===== src/rtl/adder_arbiter.sv =====
`default_nettype none
// ============================================================================
// adder_arbiter -- round-robin sharing of one registered adder by two requesters
// Rev 1.0
// ============================================================================
module adder_arbiter #(
   parameter int WIDTH = 2
) (
   input  logic             clk,
   input  logic             rst,
   input  logic             req0_valid,
   input  logic [WIDTH-1:0] req0_a,
   input  logic [WIDTH-1:0] req0_b,
   output logic             req0_ready,
   input  logic             req1_valid,
   input  logic [WIDTH-1:0] req1_a,
   input  logic [WIDTH-1:0] req1_b,
   output logic             req1_ready,
   output logic             rsp_valid,
   output logic [WIDTH-1:0] rsp_sum,
   output logic             rsp_carry,
   output logic             rsp_id,
   input  logic             rsp_ready,
   output logic             busy
);

   typedef enum logic [1:0] {
      IDLE = 2'd0,
      CALC = 2'd1,
      RESP = 2'd2
   } state_t;

   state_t           state;
   state_t           state_nxt;
   logic             last_gnt;   // 1 => requester 1 was granted most recently
   logic [WIDTH-1:0] op_a;
   logic [WIDTH-1:0] op_b;
   logic             op_id;
   logic             gnt0;
   logic             gnt1;
   logic [WIDTH:0]   sum_full;

   assign sum_full   = {1'b0, op_a} + {1'b0, op_b};
   assign req0_ready = gnt0;
   assign req1_ready = gnt1;
   assign busy       = (state != IDLE);

   always_ff @(posedge clk or negedge rst) begin
      if (!rst) state <= IDLE;
      else      state <= state_nxt;
   end

   // Grants are gated by rst so the ready outputs drop with reset, not an edge.
   always_comb begin
      state_nxt = state;
      gnt0      = 1'b0;
      gnt1      = 1'b0;
      case (state)
         IDLE: begin
            if (rst) begin
               if (req0_valid && req1_valid) begin
                  gnt0 = last_gnt;
                  gnt1 = ~last_gnt;
               end else begin
                  gnt0 = req0_valid;
                  gnt1 = req1_valid;
               end
            end
            if (gnt0 || gnt1) state_nxt = CALC;
         end
         CALC:    state_nxt = RESP;
         RESP:    if (rsp_ready) state_nxt = IDLE;
         default: state_nxt = IDLE;
      endcase
   end

   always_ff @(posedge clk or negedge rst) begin
      if (!rst) begin
         last_gnt  <= 1'b1;
         op_a      <= '0;
         op_b      <= '0;
         op_id     <= 1'b0;
         rsp_valid <= 1'b0;
         rsp_sum   <= '0;
         rsp_carry <= 1'b0;
         rsp_id    <= 1'b0;
      end else begin
         if (gnt0 || gnt1) begin
            op_a     <= gnt1 ? req1_a : req0_a;
            op_b     <= gnt1 ? req1_b : req0_b;
            op_id    <= gnt1;
            last_gnt <= gnt1;
         end
         if (state == CALC) begin
            {rsp_carry, rsp_sum} <= sum_full;
            rsp_id               <= op_id;
            rsp_valid            <= 1'b1;
         end else if (state == RESP && rsp_ready) begin
            rsp_valid <= 1'b0;
         end
      end
   end

endmodule
`default_nettype wire


===== config.mk =====
export PLATFORM = sky130hd
export DESIGN_NAME = adder_arbiter
export DESIGN_NICKNAME = d
export VERILOG_FILES = /design/src/rtl/adder_arbiter.sv
export SDC_FILE = /design/constraint.sdc
export NUM_CORES = 1
export LEC_CHECK = 0
export CAP_MARGIN = 5
export CORE_MARGIN = 8
export CORE_UTILIZATION = 40
export DETAILED_ROUTE_END_ITERATION = 10
export GPL_TIMING_DRIVEN = 0
export PLACE_DENSITY_LB_ADDON = 0.05
export SLEW_MARGIN = 20
export SYNTH_ARGS = -nofsm -noshare
export SYNTH_HDL_FRONTEND = slang
export SYNTH_SLANG_ARGS = --single-unit

===== constraint.sdc =====
create_clock -name clk -period 1.8 [get_ports clk]
set_input_delay 0.18 -clock clk [delete_from_list [all_inputs] [get_ports clk]]
set_output_delay 0.18 -clock clk [all_outputs]
set_load 0.01 [all_outputs]

* Word level (Yosys, flattened, before mapping)
Cells that the tools add are included.
Operators by class: add/sub/neg operators 1, divide/modulo/power cells 0, order comparisons 0, reduce and logical (&&, ||, !) cells 8, $mul 0, shifts and indexed selects 0, eq/ne operators 4, bitwise logic cells 1, mux-type cells 15
Operators with widths (count):
- $mux W1 | 10
- $mux W2 | 4
- $pmux W2 S3 | 1
- $ne A2 B2 Y1 const B | 2
- $reduce_bool A2 Y1 | 2
- $add A2 B2 Y3 | 1
- $eq A2 B1 Y1 const B | 1
- $eq A2 B2 Y1 const B | 1
- $logic_and A1 B1 Y1 | 2
- $logic_not A2 Y1 | 1
- $logic_or A1 B1 Y1 | 2
- $reduce_and A2 Y1 | 1
- $not A1 Y1 | 1
Word-level totals: word-level logic and storage cells 38, memories 0, bits of input ports 13, bits in latches 0, RAM bits 0, memory bits (read-only) 0, output and inout port bits 8, flip-flop bits (word level) 13

* Logic depth before layout (Yosys ltp)
word-level depth 7, depth in mapped cells 4

* Worst setup path before layout
OpenSTA, ideal clock, no wires.
kind register to register, start point reg op_a[0], end point reg rsp_sum[1], stages on the path, launching flop included 4, arrival time 1223 ps, library setup time 125 ps, data required time 1675 ps, period minus slack after synthesis 1347 ps, path slack 453 ps, cell sequence dfrtp_1 ha_1 fa_1 mux2_2
Between the ends: word-level cells in the longest chain between the ends 1
RTL lines:
- from (decl) | line 36 | logic [WIDTH-1:0] op_a;
- from (signal assigned) | line 89 | op_a <= gnt1 ? req1_a : req0_a;
- $add A2 B2 Y3 | line 43 | assign sum_full = {1'b0, op_a} + {1'b0, op_b};
- net sum_full[1] | line 41 | logic [WIDTH:0] sum_full;
- to (signal assigned) | line 95 | {rsp_carry, rsp_sum} <= sum_full;
- to (decl) | line 20 | output logic [WIDTH-1:0] rsp_sum,
The timed path passes the listed nets, and every way through them passes these cells. A chain may end at the register's enable or synchronous reset.

* Worst setup path after layout
start point reg state[1], end point out req1_ready
Between the ends: word-level cells in the longest chain between the ends 2
RTL lines:
- from (decl) | line 33 | state_t state;
- from (signal assigned) | line 50 | else state <= state_nxt;
- $logic_not A2 Y1 | line 58 | case (state)
- $mux W1 | line 58
- to (decl) | line 18 | output logic req1_ready,
No other way between the ends.

==> results.md <==
* Status: completed
* CTS buffer count at 3
* Area contributors post-synth: dfrtp_1 (48%), mux2_2 (7.1%), dfstp_2 (4.2%), a21oi_1 (4.0%), a31oi_1 (4.0%)
* Number of routed nets with antenna violations at 0
* GRT met2 Usage at 15.4%
* Initial antenna violation count at 0
* RSZ-0062 raised after global routing: no
* Hold slack at 487 ps
* Syn Area/Cell at 11.3 µm²
* Die ar. at about 3100 µm²
* Drt wl/cell at 13.8 µm
* ANT cells at 0
* Register area share after synthesis at 51.8%
* RD Place Congestion at 0.734
* Die Span Y at ~56 µm
* Area grow syn2layout at 46.4%
* Critical Path Source Type: flop
* First-pass GRT wire length at 2530 µm
* Starting Density at 42.4%
* Final setup fails at 0
* Count of pins over their slew limit at 0
* Port Buffers at 20
* DRT Wirelength at 1390 µm
* Vias at 531
* H-tree depth at 1
* CP required at 1620 ps
* Static leakage at 0.400 nW
* Slew @ Worst Pin at about 530 ps
* Min cycle time layout at 1650 ps
* Yosys top cell area share at 47.6%
* GR peak layer: met2
* GRT met3 Usage at under 10%
* Area after DPL at 851 µm²
* Leading area contributor after synthesis: dfrtp_1
* Worst setup margin at 146 ps
* Drc violations at 0
* Period Utilization, post-route at about nine tenths
* Dpl ws at -795 ps
* Flop-to-flop setup slack at 390 ps
* Routing usage on met1 at 11.3%
* Num Clock Sinks at 13
* DRT Pass-1 Iters at 4
* Chip width at approximately 56 µm
* Grt total ovfl at 0
* Starting DRT DRC Count at 3
* Pwr dens at between 1000 and 1500 nW/µm²
* CP max FO at 5
* Worst-Skew Late Latency at 270 ps
* Setup TNS at 0 ps
* CTS tree: built
* Total Nets Final at 101
* Synth Cell Area at 631 µm²
* Clk_skew at slightly below 3 ps
* # Max-Cap Violations at 0
* Largest net degree at the start of global routing at 13
* Rows at 14
* Synth warn at 0
* Share of cells above drive strength 1 at a little over a quarter
* Synth cell types at 23
* Final Util at just over 60%
* Net count after synthesis at 71
* Endpoints failing hold at 0
* Critical path class: flop to output port
* Clock root cell: clkbuf_4
* Worst path arrival time at 1470 ps
* Power consumption at 1.22 mW
* Cell count after synthesis at 56
* Total track usage at under 10%
* I/O pin count at 21
* Vias per cell at 5.26
* Post-detail-place hpwl at 1070 µm
* Placed insts at 92
* Crit. End Element: output port
* Clock transition at path regs at 70 ps
* Highest Clock Rate at around 600 MHz
* Core ar. at ~1500 µm²
* Fin area at 923 µm²
* VDD IR max at 792 µV
* Clock buffer depth at 2
* Relative slew slack at 64.7%
* Seq cells post-synth at 13
* HP Class: input port to flop
* Vias in the first global route at 567
* Non-filler cells, final at between 100 and 150
synthesized netlist by cell type:
| cell type | number |
|---|---|
| dfrtp_1 | 12 |
| mux2_2 | 4 |
| a21o_1 | 2 |
| or2_1 | 1 |
| or3b_4 | 1 |
| a31oi_1 | 4 |
| and2_0 | 1 |
| a21boi_0 | 1 |
| a21oi_1 | 5 |
| nand3_1 | 5 |
| inv_1 | 2 |
| clkbuf_2 | 1 |
| nor2b_1 | 1 |
| fa_1 | 1 |
| a21o_2 | 1 |
| o21ai_0 | 5 |
| nor3b_4 | 1 |
| dfstp_2 | 1 |
| nand2b_1 | 1 |
| or2_2 | 1 |
| a21bo_2 | 1 |
| nor2_1 | 3 |
| ha_1 | 1 |
registers in the layout, indices dropped and copies added (netlist names):
signal     cells
last_gnt       1
rsp_valid      1
op_id          1
state          2
rsp_carry      1
rsp_sum        2
op_b           2
op_a           2
rsp_id         1
cell type report:
| cell class | count | area [µm²] |
|---|---|---|
| buffer | 1 | 5.00 |
| clock buffer | 4 | 26.3 |
| fill | 141 | 566 |
| inverter | 2 | 7.51 |
| multi-input combinational | 40 | 299 |
| sequential | 13 | 329 |
| tap | 16 | 20.0 |
| timing repair buffer | 25 | 236 |
cells by family (layout without fill, tap and decap cells):
group / after synthesis / in the layout / share of synthesized area, %
DFF: 13 / 13 / 51.8
AOI/OAI and AO/OA: 19 / 19 / 18.5
buffers and inverters: 3 / 32 / 1.98
muxes: 4 / 4 / 7.14
adders and majority gates: 2 / 2 / 5.16
and+or+nand+nor: 15 / 15 / 15.5
layer usage:
| metal | vias up | routed length (µm) | part of all wire (%) |
|---|---|---|---|
| met5 | - | 0 | 0 |
| met4 | 0 | 0 | 0 |
| met3 | 0 | 101 | 7.3 |
| met2 | 21 | 650 | 47 |
| met1 | 248 | 639 | 46 |
| li1 | 262 | - | - |
worst max-delay path, stage by stage (launching register included):
cell,delay [ps]
dfrtp_2,450
or3b_4,440
nor2_2,170
clkbuf_2,160
cells in the final DEF, fill, tap and decap left out, types with 2 or more instances in the layout:
cell and n:
a21oi_1 5, inv_1 2, nand3_1 4, clkdlybuf4s50_1 16, dfrtp_2 2, dfrtp_1 10
a31oi_1 4, clkbuf_2 2, dlygate4sd2_1 2, clkbuf_4 3, dlygate4sd3_1 2, a21o_1 2
nor2_1 2, o21ai_0 5, buf_4 3, mux2_2 4
report_power, final:
| part | switching [mW] | internal, mW | leakage (nW) | total (mW) |
|---|---|---|---|---|
| Clock | 0.0891 | 0.0857 | 0.0150 | 0.175 |
| Combinational | 0.207 | 0.308 | 0.237 | 0.515 |
| Sequential | 0.0944 | 0.433 | 0.147 | 0.528 |
worst paths after layout:
check / from / to / cells after the start
max: state[1]$_DFFE_PN0P_ / req1_ready / 3
min: req0_a[1] / op_a[1]$_DFFE_PN0P_ / 3
max reg2reg: op_a[0]$_DFFE_PN0P_ / rsp_sum[1]$_DFFE_PN0P_ / 3
min reg2reg: op_id$_DFFE_PN0P_ / op_id$_DFFE_PN0P_ / 1
max in group asynchronous: rst / state[1]$_DFFE_PN0P_ / 2
min in group asynchronous: rst / rsp_valid$_DFFE_PN0P_ / 2
what timing repair did:
action,4_1_cts,5_1_grt
resized for setup,10,2
setup endpoints to repair,7,1
pin swaps,1,0
endpoints found under the hold margin,12,0
hold buffers,2,0
buffers inserted,3,0
Power figures use the tool's default switching activity.
